File: src/rtl/tx_arbiter_pkg.sv
// Shared definitions for the TX arbiter: FSM state encodings and default sizing.
package tx_arb_pkg;

  localparam int DEF_NUM_REQ   = 4;
  localparam int DEF_DATA_W    = 8;
  localparam int DEF_PKT_BYTES = 4;
  localparam int DEF_TIMEOUT   = 255;
  localparam int WAIT_W        = 8;

  typedef enum logic [1:0] {
    ST_IDLE  = 2'd0,
    ST_LOAD  = 2'd1,
    ST_SEND  = 2'd2,
    ST_DRAIN = 2'd3
  } state_e;

endpackage

File: src/rtl/tx_arbiter_if.sv
// Requester queues and TX serializer handshake as seen by the arbiter.
// The master modport is the arbiter side; slave is the requester/TX side.
interface tx_arbiter_if #(
  parameter int NUM_REQ = tx_arb_pkg::DEF_NUM_REQ,
  parameter int DATA_W  = tx_arb_pkg::DEF_DATA_W
);
  logic [NUM_REQ-1:0]        req;
  logic [NUM_REQ*DATA_W-1:0] req_data;
  logic [NUM_REQ-1:0]        grant;
  logic [NUM_REQ-1:0]        byte_ack;
  logic                      pkt_abort;
  logic                      tx_timeout;
  logic [DATA_W-1:0]         TX_Data;
  logic                      TX_Data_Valid;
  logic                      TX_Data_Ready;

  modport master (
    input  req, req_data, TX_Data_Ready,
    output grant, byte_ack, pkt_abort, tx_timeout, TX_Data, TX_Data_Valid
  );

  modport slave (
    output req, req_data, TX_Data_Ready,
    input  grant, byte_ack, pkt_abort, tx_timeout, TX_Data, TX_Data_Valid
  );
endinterface

File: src/rtl/tx_arbiter_rr.sv
// Combinational round-robin pick: first set request scanning upward from ptr_i,
// wrapping at NUM_REQ. Returns the one-hot winner, its index and whether any won.
module rr_arbiter #(
  parameter int NUM_REQ = 4,
  parameter int PTR_W   = $clog2(NUM_REQ)
) (
  input  logic [NUM_REQ-1:0] req_i,
  input  logic [PTR_W-1:0]   ptr_i,
  output logic [NUM_REQ-1:0] grant_o,
  output logic [PTR_W-1:0]   idx_o,
  output logic               any_o
);

  always_comb begin : pick
    logic [PTR_W:0] pos;
    // NOTE: every output gets a default before the loop, so no path infers a latch.
    grant_o = '0;
    idx_o   = '0;
    any_o   = 1'b0;
    pos     = '0;
    for (int k = 0; k < NUM_REQ; k++) begin
      pos = {1'b0, ptr_i} + (PTR_W+1)'(k);
      if (pos >= (PTR_W+1)'(NUM_REQ)) pos = pos - (PTR_W+1)'(NUM_REQ);
      if (!any_o && req_i[pos[PTR_W-1:0]]) begin
        any_o                   = 1'b1;
        idx_o                   = pos[PTR_W-1:0];
        grant_o[pos[PTR_W-1:0]] = 1'b1;
      end
    end
  end

endmodule

File: src/rtl/tx_arbiter.sv
// Round-robin owner of the single TX unit: one PKT_BYTES packet per grant,
// each byte sequenced through the TX_Data_Valid / TX_Data_Ready handshake.
module tx_arbiter
  import tx_arb_pkg::*;
#(
  parameter int NUM_REQ   = DEF_NUM_REQ,
  parameter int DATA_W    = DEF_DATA_W,
  parameter int PKT_BYTES = DEF_PKT_BYTES,
  parameter int TIMEOUT   = DEF_TIMEOUT
) (
  input  logic         clk,
  input  logic         rst,
  tx_arbiter_if.master bus
);

  localparam int PTR_W = $clog2(NUM_REQ);
  localparam int CNT_W = $clog2(PKT_BYTES + 1);

  state_e              state_q, state_d;
  logic [NUM_REQ-1:0]  grant_q, grant_d;
  logic [NUM_REQ-1:0]  byte_ack_q, byte_ack_d;
  logic [PTR_W-1:0]    owner_q, owner_d;
  logic [PTR_W-1:0]    rr_ptr_q, rr_ptr_d;
  logic [CNT_W-1:0]    byte_cnt_q, byte_cnt_d;
  logic [WAIT_W-1:0]   wait_q, wait_d;
  logic [DATA_W-1:0]   tx_data_q, tx_data_d;
  logic                pkt_abort_q, pkt_abort_d;
  logic                tx_timeout_q, tx_timeout_d;

  logic [NUM_REQ-1:0]  pick_grant;
  logic [PTR_W-1:0]    pick_idx;
  logic                pick_any;
  logic [PTR_W-1:0]    next_ptr;
  logic [DATA_W-1:0]   owner_data;

  rr_arbiter #(.NUM_REQ(NUM_REQ), .PTR_W(PTR_W)) u_rr (
    .req_i   (bus.req),
    .ptr_i   (rr_ptr_q),
    .grant_o (pick_grant),
    .idx_o   (pick_idx),
    .any_o   (pick_any)
  );

  assign next_ptr = (owner_q == PTR_W'(NUM_REQ - 1)) ? '0 : owner_q + 1'b1;

  always_comb begin
    owner_data = '0;
    for (int k = 0; k < NUM_REQ; k++) begin
      if (owner_q == PTR_W'(k)) owner_data = bus.req_data[k*DATA_W +: DATA_W];
    end
  end

  always_comb begin
    state_d      = state_q;
    grant_d      = grant_q;
    owner_d      = owner_q;
    rr_ptr_d     = rr_ptr_q;
    byte_cnt_d   = byte_cnt_q;
    wait_d       = wait_q;
    tx_data_d    = tx_data_q;
    byte_ack_d   = '0;
    pkt_abort_d  = 1'b0;
    tx_timeout_d = tx_timeout_q;

    unique case (state_q)
      ST_IDLE: begin
        grant_d = '0;
        if (pick_any && bus.TX_Data_Ready) begin
          grant_d = pick_grant;
          owner_d = pick_idx;
          state_d = ST_LOAD;
        end
      end
      ST_LOAD: begin
        // req is sampled only here; a drop at any other time surfaces as an abort on the next LOAD
        if (bus.req[owner_q]) begin
          tx_data_d  = owner_data;
          byte_ack_d = grant_q;
          wait_d     = '0;
          state_d    = ST_SEND;
        end else begin
          pkt_abort_d = 1'b1;
          rr_ptr_d    = next_ptr;
          byte_cnt_d  = '0;
          grant_d     = '0;
          state_d     = ST_IDLE;
        end
      end
      ST_SEND: begin
        if (!bus.TX_Data_Ready) begin
          state_d = ST_DRAIN;
        end else if (wait_q >= WAIT_W'(TIMEOUT - 1)) begin
          tx_timeout_d = 1'b1;
          rr_ptr_d     = next_ptr;
          byte_cnt_d   = '0;
          grant_d      = '0;
          state_d      = ST_IDLE;
        end else if (wait_q != '1) begin
          wait_d = wait_q + 1'b1;
        end
      end
      ST_DRAIN: begin
        if (bus.TX_Data_Ready) begin
          if (byte_cnt_q == CNT_W'(PKT_BYTES - 1)) begin
            byte_cnt_d = '0;
            rr_ptr_d   = next_ptr;
            grant_d    = '0;
            state_d    = ST_IDLE;
          end else begin
            byte_cnt_d = byte_cnt_q + 1'b1;
            state_d    = ST_LOAD;
          end
        end
      end
      default: begin
        grant_d = '0;
        state_d = ST_IDLE;
      end
    endcase
  end

  always_ff @(posedge clk or posedge rst) begin
    if (rst) begin
      state_q      <= ST_IDLE;
      grant_q      <= '0;
      byte_ack_q   <= '0;
      owner_q      <= '0;
      rr_ptr_q     <= '0;
      byte_cnt_q   <= '0;
      wait_q       <= '0;
      tx_data_q    <= '0;
      pkt_abort_q  <= 1'b0;
      tx_timeout_q <= 1'b0;
    end else begin
      // NOTE: non-blocking so every register updates from the same pre-edge values.
      state_q      <= state_d;
      grant_q      <= grant_d;
      byte_ack_q   <= byte_ack_d;
      owner_q      <= owner_d;
      rr_ptr_q     <= rr_ptr_d;
      byte_cnt_q   <= byte_cnt_d;
      wait_q       <= wait_d;
      tx_data_q    <= tx_data_d;
      pkt_abort_q  <= pkt_abort_d;
      tx_timeout_q <= tx_timeout_d;
    end
  end

  assign bus.grant         = grant_q;
  assign bus.byte_ack      = byte_ack_q;
  assign bus.pkt_abort     = pkt_abort_q;
  assign bus.tx_timeout    = tx_timeout_q;
  assign bus.TX_Data       = tx_data_q;
  assign bus.TX_Data_Valid = (state_q == ST_SEND);

endmodule

File: src/flat_wrapper.sv
// flat-port wrapper written by rule: the top's interface ports become plain ports
module tx_arbiter_flat import tx_arb_pkg::*;
#(
  parameter int NUM_REQ   = DEF_NUM_REQ,
  parameter int DATA_W    = DEF_DATA_W,
  parameter int PKT_BYTES = DEF_PKT_BYTES,
  parameter int TIMEOUT   = DEF_TIMEOUT
)
  (clk, rst, bus_req, bus_req_data, bus_TX_Data_Ready, bus_grant, bus_byte_ack, bus_pkt_abort, bus_tx_timeout, bus_TX_Data, bus_TX_Data_Valid);
  tx_arbiter_if #(.NUM_REQ(NUM_REQ), .DATA_W(DATA_W)) bus_i ();
  input  logic clk;
  input  logic rst;
  input wire logic [$bits(bus_i.req)-1:0] bus_req;
  input wire logic [$bits(bus_i.req_data)-1:0] bus_req_data;
  input wire logic [$bits(bus_i.TX_Data_Ready)-1:0] bus_TX_Data_Ready;
  output wire logic [$bits(bus_i.grant)-1:0] bus_grant;
  output wire logic [$bits(bus_i.byte_ack)-1:0] bus_byte_ack;
  output wire logic [$bits(bus_i.pkt_abort)-1:0] bus_pkt_abort;
  output wire logic [$bits(bus_i.tx_timeout)-1:0] bus_tx_timeout;
  output wire logic [$bits(bus_i.TX_Data)-1:0] bus_TX_Data;
  output wire logic [$bits(bus_i.TX_Data_Valid)-1:0] bus_TX_Data_Valid;
  assign bus_i.req = bus_req;
  assign bus_i.req_data = bus_req_data;
  assign bus_i.TX_Data_Ready = bus_TX_Data_Ready;
  assign bus_grant = bus_i.grant;
  assign bus_byte_ack = bus_i.byte_ack;
  assign bus_pkt_abort = bus_i.pkt_abort;
  assign bus_tx_timeout = bus_i.tx_timeout;
  assign bus_TX_Data = bus_i.TX_Data;
  assign bus_TX_Data_Valid = bus_i.TX_Data_Valid;
  tx_arbiter #(.NUM_REQ(NUM_REQ), .DATA_W(DATA_W), .PKT_BYTES(PKT_BYTES), .TIMEOUT(TIMEOUT)) u_core (.clk(clk), .rst(rst), .bus(bus_i));
endmodule
File: config.mk
export PLATFORM = sky130hd
export DESIGN_NAME = tx_arbiter_flat
export DESIGN_NICKNAME = d
export VERILOG_FILES = /design/src/rtl/tx_arbiter_pkg.sv /design/src/rtl/tx_arbiter_if.sv /design/src/rtl/tx_arbiter_rr.sv /design/src/rtl/tx_arbiter.sv /design/src/flat_wrapper.sv
export SDC_FILE = /design/constraint.sdc
export NUM_CORES = 1
export LEC_CHECK = 0
export ABC_CLOCK_PERIOD_IN_PS = 2500
export BUFFER_PORTS_ARGS = -buffer_cell sky130_fd_sc_hd__buf_2
export CAP_MARGIN = 20
export CORE_MARGIN = 2
export CORE_UTILIZATION = 27
export CTS_CLUSTER_SIZE = 25
export DETAILED_ROUTE_END_ITERATION = 7
export PLACE_DENSITY_LB_ADDON = 0.2
export SYNTH_ARGS = -nofsm -noshare
export SYNTH_HDL_FRONTEND = slang
export SYNTH_SLANG_ARGS = --single-unit
File: constraint.sdc
create_clock -name clk -period 2.5 [get_ports clk]
set_input_delay 0.25 -clock clk [delete_from_list [all_inputs] [get_ports clk]]
set_output_delay 0.25 -clock clk [all_outputs]
set_load 0.01 [all_outputs]
==> flow_summary.ini <==
[run_status]
status = finished clean

[power_and_ir_drop]
combPwrFrac = 0.540
share_seq_of_total_power = 0.293
power.density_nw_per_um2 = 1130
power.internal_uw = 1840
power.clock.fraction = 0.167
total_leakage_power_uw = 0.00134
swShare = 0.422
netSwitchingPower_uw = 1340
vdd_drop_max_v = 0.000482

[drt]
dr.first_iter.drc_count = 66
wl_per_cell_microns = 13.9
detail_route.first_pass.iterations = 4
detailroute.via_count = 1974
ant_nets = 0
routed_wl_mm = 5.64
routed_via_density = 4.86
drc_errors = 0

[synthesis]
synth_cell_type_count = 48
synth_edf_count = 0
synth-main-ff-cell = sky130_fd_sc_hd__dfrtp_1
yosysTopAreaCellShare = 0.376
async_flop_share = 1.00
yosysWarningCount = 0
syn_nets = 297
synth-seq-area-share = 0.376
post_synthesis_cell_area_sq_um = 2330
synth_area_leader_cell = sky130_fd_sc_hd__dfrtp_1
synth.ff_latch_count = 35
synth_area_leaders = sky130_fd_sc_hd__dfrtp_1 38%, sky130_fd_sc_hd__ha_1 7.5%, sky130_fd_sc_hd__nand2_1 4.2%, sky130_fd_sc_hd__mux4_2 3.9%, sky130_fd_sc_hd__nor2b_1 3.5%
post_synth.cell_area_avg_sq_um = 9.54
synthCells = 244

[setup_path]
ff2ff_setup_slack_ns = 0.33
crit_path_cell_trace = inv_1 -> ha_1 -> mux4_2 -> a221oi_2 -> o21ai_1 -> a22o_1
worstPathArrival_ns = 2.35
critical_path_peak_fanout = 9
crit-reg2reg-capture = u_core.bus.grant[2]
path_delay_family = compound AO/OA/AOI/OAI gates
critical_path_cell_count = 6
worstSetupPathType = reg2reg
worst-path-buf-inv = 1
critical-path-max-stage-delay_ns = 0.53
critical_path.endpoint_type = flip-flop
critical_path_required_ns = 2.68
start_kind = flip-flop
worstRegToRegCells = 6
worstReg2RegStart = u_core.rr_ptr_q[1]
crit_path_top_delay_cell = sky130_fd_sc_hd__dfrtp_1

[sta]
finalSetupTns_ns = 0
grt_setup_unrepaired = false
fin_worst_skew_ns = 0.00731
slew_at_the_pin_with_the_worst_max_slew_slack_ns = 0.594
timing.final.hold_violations = 0
worst_slack_ns = 0.331
fmax_mhz = 461
final.period_utilization = 0.868
finalSetupViolations = 0
post-route-min-period_ns = 2.17
slew_headroom = 0.604
final_max_slew_viol_count = 0

[placement]
place_inst = 398
gp_congestion = 0.737
portBuffers = 57
hpwl_mm = 4.23
place_worst_setup_slack_ns = 0.336

[cells_and_area]
final_layout_size_suffix_gt1_frac = 0.276
fillCellCount = 876
insertedDiodeCount = 0
num-nets-final = 353
mostFrequentLayoutCells = 57 x sky130_fd_sc_hd__buf_2, 35 x sky130_fd_sc_hd__dfrtp_1, 26 x sky130_fd_sc_hd__nand2_1
fin_cells = 406
area_delta_synth_final_pct = 20.9
layout.cells.most_common = sky130_fd_sc_hd__buf_2

[clock_network]
tritoncts_clock_tree = built
cts-buffers-inserted = 5
maximum_number_of_buffers_from_clock_root_to_sink = 2
number_of_hold_buffers_added_after_cts = 0
clock_tree.root_cell = sky130_fd_sc_hd__clkbuf_8
clkTransAtPathRegs_ns = 0.07
post_cts.repair.setup_buffers = 0
ctsHtreeMaxLevel = 2
worstSkewPairLatency_ns = 0.29
clock_sinks = 35
cts.repair.resized = 0

[worst_hold_path]
classification_of_the_worst_slack_hold_path = in2async

[flow_run]
max_cap_violations = 0

[die]
initial_core_utilization = 0.280
fp.dieW_microns = 96.8
total_core_area_sq_um = 8300
floorplan.die_area_sq_um = 9380
die_height_microns = 96.8
ios = 58
std_cell_rows = 33

[grt]
grt_first_pass_wirelength_mm = 9.45
antenna_found_initial = 0
grt_pass1_vias = 1929
groute.usage.overall = 0.121
largest_net_degree_at_the_start_of_global_routing = 36
globalRouteOverflowTotal = 0
cells by family after synthesis:
kind of cell             synth area share
flip-flops                          0.376
buffers and inverters              0.0527
AND/OR/NAND/NOR                     0.215
multiplexers                       0.0726
AO/OA/AOI/OAI                       0.194
adder cells (fa/ha/maj)            0.0753
XOR/XNOR                           0.0151
stage by stage:
| step | instance area, sq um | power [uW] | utilization | hold WS (ns) |
|---|---|---|---|---|
| 2_1_floorplan | 2330 | 2220 | - | 0.386 |
| 3_3_place_gp | 2700 | 2660 | 0.325 | 0.383 |
| 3_5_place_dp | 2700 | 2670 | 0.325 | 0.387 |
| 4_1_cts | 2810 | 3210 | 0.339 | 0.0728 |
| 5_1_grt | 2810 | 3480 | 0.339 | 0.109 |
| 6_report | 2810 | 3180 | 0.339 | 0.0572 |
power groups by stage:
stage          registers (uW)  logic, uW  clock network, uW
5_1_grt                   970       1940                575
6_report                  933       1720                530
2_1_floorplan             931       1290                  0
4_1_cts                   935       1730                548
3_3_place_gp              939       1720                  0
3_5_place_dp              943       1730                  0
worst min-delay path, delay by kind of cell:
kind,cells,cell delay [ns]
buffers and inverters,3,0.52
sequential cells by signal (all words and copies together) (netlist names):
register	flops
u_core.bus.byte_ack	4
u_core.byte_cnt_q	3
u_core.wait_q	8
u_core.bus.grant	4
u_core.rr_ptr_q	2
u_core.state_q	2
u_core.bus.tx_timeout	1
u_core.bus.pkt_abort	1
u_core.owner_q	2
u_core.bus.TX_Data	8
final cells by class:
type | instances | area (sq um) | area share
multi-input cells | 187 | 1330 | 0.472
flip-flops and latches | 35 | 876 | 0.311
repair buffers | 63 | 330 | 0.117
well taps | 105 | 131 | 0.0467
clock buffers | 6 | 82.6 | 0.0293
clock inverters | 2 | 35.0 | 0.0124
inverters | 8 | 30.0 | 0.0107
worst max path at each step:
stage / startpoint / to / slack, ns
after floorplan: u_core.rr_ptr_q[0] / u_core.bus.grant[2] / 0.22
after global placement: u_core.rr_ptr_q[1] / u_core.bus.grant[1] / 0.41
after detailed placement: u_core.rr_ptr_q[1] / u_core.bus.grant[1] / 0.34
after CTS: u_core.rr_ptr_q[1] / u_core.bus.grant[1] / 0.31
after global routing: u_core.rr_ptr_q[1] / u_core.bus.grant[1] / 0.11
final: u_core.rr_ptr_q[1] / u_core.bus.grant[2] / 0.33
cell usage after synthesis, types with 3 or more instances:
cell type / count
sky130_fd_sc_hd__o21a_1: 4
sky130_fd_sc_hd__o21ai_1: 5
sky130_fd_sc_hd__nand3_1: 8
sky130_fd_sc_hd__dfrtp_1: 35
sky130_fd_sc_hd__ha_1: 14
sky130_fd_sc_hd__a22o_1: 4
sky130_fd_sc_hd__buf_6: 4
sky130_fd_sc_hd__inv_1: 8
sky130_fd_sc_hd__nor3_1: 10
sky130_fd_sc_hd__and2_1: 4
sky130_fd_sc_hd__nor2_1: 16
sky130_fd_sc_hd__nor2b_1: 13
sky130_fd_sc_hd__a31oi_1: 4
sky130_fd_sc_hd__nand2b_1: 3
sky130_fd_sc_hd__o21ai_0: 13
sky130_fd_sc_hd__xor2_1: 3
sky130_fd_sc_hd__a221oi_1: 9
sky130_fd_sc_hd__mux2i_1: 3
sky130_fd_sc_hd__nand3b_1: 4
sky130_fd_sc_hd__clkbuf_1: 6
sky130_fd_sc_hd__a21oi_1: 14
sky130_fd_sc_hd__nand2_1: 26
sky130_fd_sc_hd__mux4_2: 4
per-layer routing:
metal | wire length, microns | global-route usage | part of all wire | up-vias
met2 | 2590 | 0.191 | 0.46 | 33
met4 | 30 | 0.0238 | 0.0053 | 0
li1 | - | - | - | 996
met1 | 2800 | 0.168 | 0.50 | 941
met3 | 211 | 0.0303 | 0.037 | 4
met5 | 0 | 0 | 0 | -
No activity file was read; power rests on OpenSTA's default activity.
